### src/rtl/dmem_bridge_pkg.sv
// dmem_bridge_pkg: shared FSM state encoding and the load value returned on a bus timeout.
package dmem_bridge_pkg;

    typedef enum logic [1:0] {
        IDLE  = 2'd0,
        WRITE = 2'd1,
        READ  = 2'd2,
        RDONE = 2'd3
    } state_t;

    localparam logic [31:0] POISON = 32'h0;

endpackage

### src/rtl/dmem_wbuf.sv
// dmem_wbuf: one-entry posted-write buffer (address, data, valid flag).
// Ports: clk, reset (async, active-low), load (capture load_addr/load_data),
//        clear (drop the entry), valid/addr/data (current entry).
// A load in the same cycle as a clear wins, so a new store can refill the
// entry on the very edge its predecessor is acknowledged.
module dmem_wbuf (
    input  logic        clk,
    input  logic        reset,
    input  logic        load,
    input  logic        clear,
    input  logic [31:0] load_addr,
    input  logic [31:0] load_data,
    output logic        valid,
    output logic [31:0] addr,
    output logic [31:0] data
);

    always_ff @(posedge clk or negedge reset) begin
        if (!reset) begin
            valid <= 1'b0;
            addr  <= '0;
            data  <= '0;
        end else if (load) begin
            valid <= 1'b1;
            addr  <= load_addr;
            data  <= load_data;
        end else if (clear) begin
            valid <= 1'b0;
        end
    end

endmodule

### src/rtl/dmem_bridge.sv
// dmem_bridge: CPU data-memory port to single-cycle-ack system bus, with a posted-write buffer.
// Ports: clk, reset (async, active-low); CPU side cpu_req/cpu_we/cpu_addr/cpu_wdata in,
//        cpu_rdata/cpu_stall/cpu_err out; bus side bus_req/bus_we/bus_addr/bus_wdata out,
//        bus_ack/bus_rdata in.
// Optional feature: define DMEM_BRIDGE_TIMEOUT_EN to abort a bus access after
// TIMEOUT_CYCLES unacknowledged cycles (write discarded, load returns POISON).
module dmem_bridge
    import dmem_bridge_pkg::*;
#(
    parameter int TIMEOUT_CYCLES = 16
) (
    input  logic        clk,
    input  logic        reset,
    input  logic        cpu_req,
    input  logic        cpu_we,
    input  logic [31:0] cpu_addr,
    input  logic [31:0] cpu_wdata,
    output logic [31:0] cpu_rdata,
    output logic        cpu_stall,
    output logic        cpu_err,
    output logic        bus_req,
    output logic        bus_we,
    output logic [31:0] bus_addr,
    output logic [31:0] bus_wdata,
    input  logic        bus_ack,
    input  logic [31:0] bus_rdata
);

    state_t      state;
    logic [31:0] rd_addr;
    logic        wb_valid;
    logic [31:0] wb_addr;
    logic        aligned;
    logic        ack;
    logic        to;
    logic        active;
    logic        buf_free;
    logic        accept;
    logic        load_req;
    logic        wr_end;

    if (TIMEOUT_CYCLES < 1) begin : g_bad_timeout
        $error("dmem_bridge: TIMEOUT_CYCLES must be at least 1");
    end

    // In READ/RDONE the CPU is still presenting the load being served, so new
    // requests are only decoded in IDLE and WRITE.
    assign aligned  = cpu_addr[1:0] == 2'b00;
    assign ack      = bus_req && bus_ack;
    assign active   = state == IDLE || state == WRITE;
    assign buf_free = !wb_valid || (state == WRITE && ack);
    assign accept   = active && cpu_req && cpu_we && aligned && buf_free;
    assign load_req = active && cpu_req && !cpu_we && aligned;
    assign wr_end   = state == WRITE && (ack || to);

    assign cpu_stall = cpu_req && aligned && (state == READ || (active && !(cpu_we && buf_free)));
    assign bus_req   = state == WRITE || state == READ;
    assign bus_we    = state == WRITE;
    assign bus_addr  = state == WRITE ? wb_addr : rd_addr;

    dmem_wbuf u_wbuf (
        .clk       (clk),
        .reset     (reset),
        .load      (accept),
        .clear     (wr_end),
        .load_addr (cpu_addr),
        .load_data (cpu_wdata),
        .valid     (wb_valid),
        .addr      (wb_addr),
        .data      (bus_wdata)
    );

`ifdef DMEM_BRIDGE_TIMEOUT_EN
    logic [31:0] tcnt;

    assign to = bus_req && !bus_ack && tcnt == 32'(TIMEOUT_CYCLES - 1);

    always_ff @(posedge clk or negedge reset) begin
        if (!reset)
            tcnt <= '0;
        else
            tcnt <= (bus_req && !bus_ack && !to) ? tcnt + 32'd1 : '0;
    end
`else
    assign to = 1'b0;
`endif

    // A write that is acked while another store waits goes straight back to
    // WRITE with the new entry, keeping bus_req high across the handover.
    always_ff @(posedge clk or negedge reset) begin
        if (!reset) begin
            state     <= IDLE;
            rd_addr   <= '0;
            cpu_rdata <= '0;
            cpu_err   <= 1'b0;
        end else begin
            cpu_err <= (active && cpu_req && !aligned) || to;
            case (state)
                IDLE:    state <= accept ? WRITE : load_req ? READ : IDLE;
                WRITE:   state <= accept ? WRITE : wr_end ? IDLE : WRITE;
                READ:    state <= (ack || to) ? RDONE : READ;
                default: state <= IDLE;
            endcase
            if (state == IDLE && load_req)
                rd_addr <= {cpu_addr[31:2], 2'b00};
            if (state == READ && (ack || to))
                cpu_rdata <= ack ? bus_rdata : POISON;
        end
    end

endmodule
### config.mk
export PLATFORM = sky130hd
export DESIGN_NAME = dmem_bridge
export DESIGN_NICKNAME = d
export VERILOG_FILES = /design/src/rtl/dmem_bridge_pkg.sv /design/src/rtl/dmem_wbuf.sv /design/src/rtl/dmem_bridge.sv
export SDC_FILE = /design/constraint.sdc
export NUM_CORES = 1
export LEC_CHECK = 0
export CAP_MARGIN = 20
export CORE_MARGIN = 1.5
export CORE_UTILIZATION = 48
export CTS_CLUSTER_SIZE = 30
export DETAILED_ROUTE_END_ITERATION = 12
export HOLD_SLACK_MARGIN = 0.12
export PLACE_DENSITY = 0.87
export SYNTH_ARGS = -nofsm -noshare
export SYNTH_HDL_FRONTEND = slang
export SYNTH_SLANG_ARGS = --single-unit
### constraint.sdc
create_clock -name clk -period 7.3 [get_ports clk]
set_clock_uncertainty 0.15 [all_clocks]
set_input_delay 1.46 -clock clk [delete_from_list [all_inputs] [get_ports clk]]
set_output_delay 1.46 -clock clk [all_outputs]
set_load 0.02 [all_outputs]
==> qor.txt <==
Post-route insts no fill - 754
Post-synthesis async set-or-reset flop share - 100%
Ports - 201
Post-CTS sizing - 0
Top-count cell post-synth - dfrtp_1
Met1 WL - 5010 µm
Hold_buf cts - 0
Syn_nets - 508
Final-stage net count - 709
Layout cells sized above 1 - 25.9%
Starting Density - 50.1%
Tmin final - 4.71 ns
WP data required - 5.69 ns
Worst-margin pin slew - 1.02 ns
Die footprint - 0.0121 mm²
Wire length of the first global-routing pass - 20800 µm
CP Capture Type - output port
Layout Area Growth over Synthesis - 47.8%
Yosys warning total - 0
Reg2reg start - state[1]
Leading area contributor after synthesis - dfrtp_1
Top post-synthesis cells by count - dfrtp_1, mux2_2, nand2_1
Via density - 5.08
Area after DPL - 0.00759 mm²
Reg clk slew, reported paths - 0.05 ns
CTS sink count - 130
Max Freq - 212 MHz
Max cap viols - 0
Core ar. - 0.0110 mm²
Slew margin rel. - 32.0%
Top Layer Used - met4
Power density over cell area - 459 mW/mm²
Routed wl met3 - 1150 µm
Drt first pass iters - 4
Reg-to-reg setup timing slack - 3.58 ns
Worst hold start - cpu_rdata[19]
Final Cycle Share - 64.6%
Final Cell Area - 0.00812 mm²
Status - finished, final reports clean
Setup crit start kind - input pin
Reg2Reg Depth - 7
Crit Reg-Reg Endpoint - u_wbuf.data[10]
Tot GR Track Use - 23.4%
Fin. Hold Viols - 0
Clock root buffer - clkbuf_16
DRC viols - 0
Die Width - 110 µm
Critical path type - in2out
Seq/Total Area, Yosys - 59.2%
Post-synth top flop - dfrtp_1
Final core occ - 74.0%
Final Max Tran Viols - 0
Clock buffer depth - 2
Power Total - 3.73 mW
WP data arrival - 3.10 ns
Gate Count Post-Synth - 402
Placed cell count - 724
FP Rows - 38
Largest net degree at the start of global routing - 75
DP Wirelength - 9270 µm
GRT Residual Overflow - 0
Diode count - 0
Cell Area, Synth - 0.00550 mm²
Total wire length - 13400 µm
Final Setup Violations - 0
Min-Delay Endpoint - cpu_rdata[19]
Hold Path Class - reg2reg
Hold Path Depth - 2
TNS Setup - 0 ns
CTS buffer count - 17
Antenna viol nets, final - 0
Critical-path maximum fanout - 3
Max VDD drop - 331 µV
Die Ht - 110 µm
Routability cong. - 0.747
Buffers on Ports - 200
Vias in the first global route - 4281
Area share of the leading cell type in the synthesized netlist - 59.2%
CTS tree - built
Ranking of synthesized cells by area - dfrtp_1, mux2_2, mux2_4, nand2_1, o21ai_0
Post-DR wirelength/cell - 17.8 µm
Netlist cell types - 23
EDFF count, synth - 0
Iteration-0 DRC Markers - 152
Number of antenna violations at the first check in global routing - 0
FF+latch count, synth - 130
Clk_lat worst skew - 0.41 ns
FILL cells - 710
Metal2 WL - 6790 µm
RSZ-0062 raised after global routing - false
H-tree depth - 4
Leakage - 3.52 nW
Syn avg cell area - 13.7 µm²
Setup Buffers After CTS - 0
Vias post-DR - 3832
-- how the worst max path moves through the flow --
stage / from / end / depth (start not counted)
5_1_grt: cpu_req / cpu_stall / 5
2_1_floorplan: cpu_addr[1] / cpu_stall / 3
3_3_place_gp: cpu_req / cpu_stall / 5
4_1_cts: cpu_req / cpu_stall / 5
6_report: cpu_req / cpu_stall / 5
3_5_place_dp: cpu_req / cpu_stall / 5
-- worst max-delay path, stage by stage --
cell and delay, ns:
clkdlybuf4s50_1 0.50, nor3b_1 0.24, o21ai_0 0.12, a31oi_1 0.16
clkdlybuf4s50_1 0.62
-- report_power, final --
part           internal [mW]  leakage (nW)  switching, mW  total [mW]
clock network          0.471         0.271          0.285       0.756
registers               1.06          1.64          0.181        1.24
logic                  0.922          1.61          0.807        1.73
-- layout make-up --
cell class / count / area [µm²] / area share (%)
sequential: 130 / 3250 / 40.0
multi-input combinational: 245 / 2100 / 25.8
timing repair buffer: 206 / 2060 / 25.3
clock buffer: 24 / 502 / 6.18
tap: 140 / 175 / 2.16
clock inverter: 6 / 30.0 / 0.370
inverter: 3 / 11.3 / 0.139
-- layer usage --
| layer | vias to the layer above | global-route usage (%) |
|---|---|---|
| met4 | 0 | 12.5 |
| met2 | 150 | 41.4 |
| li1 | 1779 | - |
| met1 | 1866 | 23.8 |
| met3 | 37 | 8.76 |
| met5 | - | 0 |
-- cell usage in the layout, fill, tap and decap left out, drive strengths merged, types with 2 or more instances in the layout --
cell	instances
nand3	2
nand2	68
inv	3
a31oi	2
ha	5
dfrtp	130
buf	7
clkbuf	24
o21ai	35
mux2	122
and2	2
clkinv	6
nor2b	2
clkdlybuf4s50	199
-- state kept, by name (all words and copies together), names as in the netlist --
register / count
cpu_rdata: 32
state: 2
u_wbuf.data: 32
rd_addr: 30
u_wbuf.addr: 32
u_wbuf.valid: 1
cpu_err: 1
-- through the flow --
stage	worst slack, ns	hold slack [ns]
after floorplan	3.53	0.302
after global placement	2.63	0.310
after detailed placement	2.59	0.320
after CTS	2.59	0.332
after global routing	2.48	0.350
final	2.59	0.329
-- kinds of logic after synthesis --
group / synth area share, %
buf+inv: 2.71
mux: 27.1
flops: 59.2
fa+ha+maj: 1.14
simple gates: 5.62
compound gates: 4.28
Power figures use the tool's default switching activity.
